[config.mk]
export PLATFORM = sky130hd
export DESIGN_NAME = bla_serial_subtractor
export DESIGN_NICKNAME = d
export VERILOG_FILES = /design/src/rtl/bla_sub_pkg.sv /design/src/rtl/bla_nibble.sv /design/src/rtl/bla_serial_subtractor.sv
export SDC_FILE = /design/constraint.sdc
export NUM_CORES = 1
export LEC_CHECK = 0
export CAP_MARGIN = 15
export CORE_MARGIN = 2
export CORE_UTILIZATION = 55
export DETAILED_ROUTE_END_ITERATION = 10
export GPL_TIMING_DRIVEN = 0
export PLACE_DENSITY = 0.84
export SLEW_MARGIN = 15
export SYNTH_ARGS = -nofsm -noshare
export SYNTH_HDL_FRONTEND = slang
export SYNTH_HIERARCHICAL = 1
export SYNTH_SLANG_ARGS = --single-unit
[constraint.sdc]
create_clock -name clk -period 2.29 [get_ports clk]
set_input_delay 0.5725 -clock clk [delete_from_list [all_inputs] [get_ports clk]]
set_output_delay 0.5725 -clock clk [all_outputs]
set_load 0.05 [all_outputs]
[src/rtl/bla_sub_pkg.sv]
// bla_sub_pkg: shared types and constants for the nibble-serial subtractor
package bla_sub_pkg;
  localparam int NIBBLE_W = 4;
  typedef enum logic [1:0] {IDLE, RUN, DONE} sub_state_t;
  typedef logic [3:0] nibble_t;
endpackage

[src/rtl/bla_nibble.sv]
// bla_nibble: combinational 4-bit borrow-lookahead subtract slice
module bla_nibble
  import bla_sub_pkg::*;
(
  input  logic [3:0] x,
  input  logic [3:0] y,
  input  logic       bin,
  output logic [3:0] d,
  output logic       bout
);
  nibble_t p, g, bi;
  assign p = ~(x ^ y);
  assign g = ~x & y;
  assign bi[0] = bin;
  assign bi[1] = g[0] | (p[0] & bin);
  assign bi[2] = g[1] | (p[1] & g[0]) | (p[1] & p[0] & bin);
  assign bi[3] = g[2] | (p[2] & g[1]) | (p[2] & p[1] & g[0]) | (p[2] & p[1] & p[0] & bin);
  assign bout = g[3] | (p[3] & g[2]) | (p[3] & p[2] & g[1]) | (p[3] & p[2] & p[1] & g[0])
              | (p[3] & p[2] & p[1] & p[0] & bin);
  assign d = x ^ y ^ bi;
endmodule

[src/rtl/bla_serial_subtractor.sv]
// bla_serial_subtractor: nibble-serial a - b with borrow lookahead; define BLA_SUB_OVERFLOW_EN for the ovf output
module bla_serial_subtractor
  import bla_sub_pkg::*;
#(
  parameter int WIDTH = 16
) (
  input  logic             clk,
  input  logic             rst_n,
  input  logic             in_valid,
  output logic             in_ready,
  input  logic [WIDTH-1:0] a,
  input  logic [WIDTH-1:0] b,
  output logic             out_valid,
  input  logic             out_ready,
  output logic [WIDTH-1:0] diff,
`ifdef BLA_SUB_OVERFLOW_EN
  output logic             ovf,
`endif
  output logic             borrow_out
);
  localparam int N  = WIDTH / NIBBLE_W;
  localparam int CW = (N > 1) ? $clog2(N) : 1;
  if (WIDTH % NIBBLE_W != 0 || WIDTH < NIBBLE_W) begin : g_bad_width
    $fatal(1, "WIDTH must be a positive multiple of 4");
  end
  sub_state_t st;
  logic [CW-1:0] cnt;
  logic bin_r, bout, last;
  logic [WIDTH-1:0] ash, bsh, res, nxt;
  logic [WIDTH+NIBBLE_W-1:0] cat;
  nibble_t d;
  bla_nibble u_nib (.x(ash[3:0]), .y(bsh[3:0]), .bin(bin_r), .d(d), .bout(bout));
  assign cat  = {d, res};
  assign nxt  = cat[WIDTH+NIBBLE_W-1:NIBBLE_W];
  assign last = cnt == CW'(N - 1);
  // handshake FSM: capture operands, shift one nibble per RUN cycle, hold result in DONE
  always_ff @(posedge clk or negedge rst_n) begin
    if (!rst_n) begin
      st         <= IDLE;
      in_ready   <= 1'b1;
      out_valid  <= 1'b0;
      diff       <= '0;
      borrow_out <= 1'b0;
`ifdef BLA_SUB_OVERFLOW_EN
      ovf        <= 1'b0;
`endif
      cnt        <= '0;
      bin_r      <= 1'b0;
      ash        <= '0;
      bsh        <= '0;
      res        <= '0;
    end else begin
      case (st)
        IDLE: if (in_valid) begin
          ash      <= a;
          bsh      <= b;
          bin_r    <= 1'b0;
          cnt      <= '0;
          in_ready <= 1'b0;
          st       <= RUN;
        end
        RUN: begin
          ash   <= ash >> NIBBLE_W;
          bsh   <= bsh >> NIBBLE_W;
          res   <= nxt;
          bin_r <= bout;
          cnt   <= cnt + 1'b1;
          if (last) begin
            st         <= DONE;
            out_valid  <= 1'b1;
            diff       <= nxt;
            borrow_out <= bout;
`ifdef BLA_SUB_OVERFLOW_EN
            ovf        <= (ash[3] != bsh[3]) & (d[3] != ash[3]);
`endif
          end
        end
        DONE: if (out_ready) begin
          out_valid <= 1'b0;
          in_ready  <= 1'b1;
          st        <= IDLE;
        end
        default: st <= IDLE;
      endcase
    end
  end
endmodule

---- Word level (Yosys, flattened, before mapping) ----
Cells that the tools add are included.
word-level totals
  flip-flop bits (word level) ............. 72
  bits of input ports ..................... 36
  word-level logic and storage cells ...... 74
operators by class
  $add $sub $neg .......................... 1
  eq/ne operators ......................... 6
  muxes and demuxes ....................... 17
  bitwise gates (word level) .............. 31
  reductions and logical operators ........ 9
operators by type and width
  operator             count
  $pmux 16 s2          2
  $mux 16              2
  $and 1x1->1          16
  $or 1x1->1           10
  $reduce_and 3->1     3
  $mux 2               4
  $not 4->4            2
  $xor 4x4->4          2
  $ne 2x2->1 const B   3
  $pmux 1 s2           3
  $pmux 2 s3           1
  $reduce_bool 2->1    3
  $and 4x4->4          1
  $eq 2x2->1 const B   2
  $mux 1               4
  $pmux 2 s2           1
  $reduce_and 2->1     2
  $add 2x1->2 const B  1
  $eq 2x1->1 const B   1
  $logic_not 2->1      1

---- Longest topological paths before layout ----
  depth after elaboration ................. 8
  gate-level depth with buffers ........... 7
  mapped depth without buffers ............ 7

---- Hierarchy ----
The synthesis kept the hierarchy.
modules (own cells, without submodules)
  module                 times used  cells each  area each (um^2)  seq. area each (um^2)
  bla_serial_subtractor  1           241         2798.9            1702.9
  bla_nibble             1           27          200.2             0.0

---- Least setup slack after synthesis ----
No wires, ideal clock.
  kind .................................... flip-flop to flip-flop
  start ................................... register ash[0]
  end ..................................... register borrow_out
  arrival ................................. 1.448 ns
  slack ................................... 0.718 ns
  cell stages (with the launch flop) ...... 7
  cell sequence ........................... dfrtp_1 > inv_1 > ha_1 > a21oi_1 > nor2_1 > a211o_1 > mux2_2
on the way
  word-level cells in the longest chain between the ends .. 5
ends and longest elaborated chain
  item                                       line                                text
  start, declared                            bla_serial_subtractor.sv:29         logic [WIDTH-1:0] ash, bsh, res, nxt;
  start signal, assigned                     bla_serial_subtractor.sv:63         ash <= ash >> NIBBLE_W;
  $not 4->4 or $xor 4x4->4 (tied branches)   bla_nibble.sv:13, bla_nibble.sv:12
  $and 4x4->4 or $not 4->4 (tied branches)   bla_nibble.sv:13, bla_nibble.sv:12
  $and 1x1->1 (on tied branches)             bla_nibble.sv:18, bla_nibble.sv:19
  $or 1x1->1 or $and 1x1->1 (tied branches)  bla_nibble.sv:18, bla_nibble.sv:19
  $or 1x1->1 (*)                             bla_nibble.sv:19                    | (p[3] & p[2] & p[1] & p[0] & bin);
  net bout                                   bla_serial_subtractor.sv:28         logic bin_r, bout, last;
  end signal, assigned                       bla_serial_subtractor.sv:72         borrow_out <= bout;
  end, declared                              bla_serial_subtractor.sv:19         output logic borrow_out
Mark *: on every way through the listed nets, which the timed path passes. The rest lies on a longest branch.
A chain may end at the register's enable or synchronous reset.

---- Final worst setup path ----
  start ................................... register out_valid
  end ..................................... output port out_valid
RTL lines
  item                    line                         text
  start, declared         bla_serial_subtractor.sv:13  output logic out_valid,
  start signal, assigned  bla_serial_subtractor.sv:41  out_valid <= 1'b0;
  start signal, assigned  bla_serial_subtractor.sv:70  out_valid <= 1'b1;
  start signal, assigned  bla_serial_subtractor.sv:79  out_valid <= 1'b0;
No word-level cell between the ends.

==> impl_metrics.csv <==
group,metric,value,unit
worst_setup_path,worstSetupStartpointType,"flop",
worst_setup_path,crit_path_end_kind,"output port",
logic_synthesis,syn_avg_cell_area,11.19,µm²
clock_network,clock_sinks,68,
grt,grt_pass1_wl,10.73,mm
clock_network,htree_levels,3,
worst_setup_path,critPathMaxFanout,3,
logic_synthesis,synth_cells,268,
power,total_power,6037,µW
grt,gr-usage-met3,3.953,%
final_layout,diodes,0,
detailed_routing,dr.first_iter.drc_count,123,
placed_design,place_inst,392,
worst_setup_path,crit_buf_inv,1,
power,power.share.clock,13.9,%
sta,rsz0062_at_grt,"false",
floorplanning,core,5172,µm²
sta,tightest_slew,658.8,ps
power,ir_worst_vdd,0.8091,mV
final_layout,fillers,381,
worst_setup_path,critical_path_class,"flop to output port",
final_layout,final_util,73.46,%
logic_synthesis,syn_nets,311,
worst_setup_path,cp_slowest_stage_delay,810,ps
power,cellPowerDensity,1589,nW/µm²
worst_setup_path,worstPathArrival,1520,ps
final_layout,drive_gt1_share,16.27,%
power,leakagePower,0.001765,µW
placed_design,port_buffers,53,
grt,grt-ovfl-total,0,
worst_setup_path,path_cells,"clkdlybuf4s50_1",
logic_synthesis,yosysUniqueCellTypes,30,
logic_synthesis,yosysWarnings,6,
clock_network,cts.reportedPaths.clkPinSlew,70,ps
logic_synthesis,ys_top_cells_by_area,"dfrtp_1 (56%), nand2_1 (5.3%), mux2_4 (4.5%)",
clock_network,clock-root-buffer,"clkbuf_8",
placed_design,globalplace.congestion,0.7793,
sta,fin_crit,2088,ps
floorplanning,chipHeight,77.85,µm
grt,met1_usage,29.35,%
sta,fin_worst_skew,3.910,ps
clock_network,cts_tree,"built",
worst_setup_path,crit_required,1720,ps
power,p_sw,2525,µW
clock_network,clock_latency,340,ps
floorplanning,ios,55,
grt,grt_use_met2,38.62,%
detailed_routing,first_pass_iters,4,
detailed_routing,viasPerCell,5.539,
detailed_routing,num_vias,2260,
worst_setup_path,crit_slowest_cell,"clkdlybuf4s50_1",
logic_synthesis,synth_top_area_share,55.90,%
detailed_routing,routed_wl,6.244,mm
grt,grt_max_degree,45,
final_layout,layout.cells.most_common,"dfrtp_1",
sta,period_share,91.18,%
run_status,status,"completed",
sta,fin_setup_tns,0,ps
sta,slew_violations,0,
power,combPwrFrac,50.9,%
sta,holdWs,136.7,ps
grt,globalRouteTotalUtil,22.97,%
detailed_routing,wl_per_cell,15.30,µm
clock_network,cts_inserted_buffers,9,
detailed_routing,drc,0,
power,power_frac_seq,35.1,%
sta,finalHoldViolCount,0,
clock_network,post_cts_buffers,0,
grt,antenna_found_initial,0,
floorplanning,fp.dieArea,6060,µm²
logic_synthesis,yosysTopAreaCell,"dfrtp_1",
min_path,hold_path_class,"input port to async pin",
placed_design,dp_hpwl,4.451,mm
sta,fmax,0.4789,GHz
logic_synthesis,synth_area,2999,µm²
floorplanning,start_util,57.98,%
sta,relSlewSlack,55.99,%
final_layout,final_cell_mix,"dfrtp_1 (67), clkdlybuf4s50_1 (51), nand2_1 (42)",
grt,grt_pass1_vias,2307,
detailed_routing,ant_nets,0,
power,internal-power,3512,µW
worst_setup_path,path_delay_family,"buffers and inverters",
floorplanning,std_cell_rows,26,
sta,setup_violations,0,
final_layout,area_delta_synth_final,26.70,%
logic_synthesis,synth-seq-cells,68,
final_layout,layout.nets,376,
power,sw_frac_of_total,41.83,%
final_layout,fin_cells,408,
flow_run,drv_cap,0,
clock_network,clk_path_buf_depth,2,
grt,busiest_layer,"met2",
logic_synthesis,ys_seq_area_share,56.78,%
floorplanning,die_x,77.85,µm
==> flip-flops by register name (all words and copies together), names as in the netlist, 2 cells and up <==
register / flops
ash: 16
bsh: 16
diff: 16
res: 12
cnt: 2
st: 2
==> worst paths after layout <==
kind                                start         end  slack, ps  cells after the start
worst max-delay path            out_valid   out_valid        200                      1
worst min-delay path                rst_n      res[9]        140                      1
worst max register to register     ash[0]  borrow_out        530                      6
worst min register to register     res[7]      res[7]        470                      2
max in group asynchronous           rst_n    in_ready       1560                      2
min in group clk                   res[7]      res[7]        470                      2
==> per-stage QoR <==
step | instance area, µm² | worst slack (ps)
finish | 3800 | 202.1
global placement | 3617 | -1551
global route | 3800 | 144.6
floorplan | 2999 | 717.7
CTS | 3797 | 35.10
detailed placement | 3635 | 406.3
==> power by group through the flow <==
stage / clock (µW) / combinational (µW) / sequential, µW
detailed placement: 0 / 3060 / 2140
global route: 909 / 3380 / 2190
CTS: 849 / 3090 / 2120
finish: 841 / 3080 / 2120
floorplan: 0 / 1770 / 2560
global placement: 0 / 2950 / 2110
==> layer usage <==
layer	routed length, µm	vias to the layer above
li1	-	1075
met2	3167	74
met1	2691	1103
met4	95	0
met3	290	8
met5	0	-
==> final cells by class <==
cell class / count / area (µm²) / share of cell area (%)
timing repair buffer: 54 / 550.5 / 14.49
buffer: 17 / 82.58 / 2.173
clock inverter: 2 / 10.01 / 0.2634
sequential: 68 / 1703 / 44.81
tap: 70 / 87.58 / 2.305
multi-input combinational: 173 / 1176 / 30.95
clock buffer: 14 / 152.6 / 4.017
inverter: 10 / 37.54 / 0.9878
==> cells by family (layout without fill, tap and decap cells) <==
kind of cell             after synthesis  count (layout)  share of synthesized area, %
adder cells (fa/ha/maj)                7               7                         3.171
buffers and inverters                 27              97                         4.005
AO/OA/AOI/OAI                         67              67                         15.60
flip-flops                            68              68                         56.78
AND/OR/NAND/NOR                       80              80                         12.35
XOR/XNOR                               2               2                        0.5842
multiplexers                          17              17                         7.510
==> cell usage after synthesis <==
master     n
buf_4      1
mux2_4     9
nor3_1     2
nand3_1    1
o22ai_1   12
xor2_1     2
o21bai_1   1
nor2b_1    2
o21ai_0   13
nand3b_1  13
buf_2      6
mux2_2     8
ha_1       6
nand2_1   42
a211o_1    1
a21oi_2    1
a22o_1     6
a21o_1     2
fa_1       1
nor2_1    17
a21oi_1   18
nand2b_1   2
inv_1     10
clkbuf_1   9
o221a_2   12
buf_6      1
dfstp_2    1
o21ba_2    1
dfrtp_1   67
nand2_4    1
==> repair_timing <==
action / 4_1_cts / 5_1_grt
endpoints found under the hold margin: 0 / 0
gates resized for setup: 0 / 1
endpoints found under the setup margin: 0 / 1
hold buffers: 0 / 0
(Power assumes the default switching activity.)
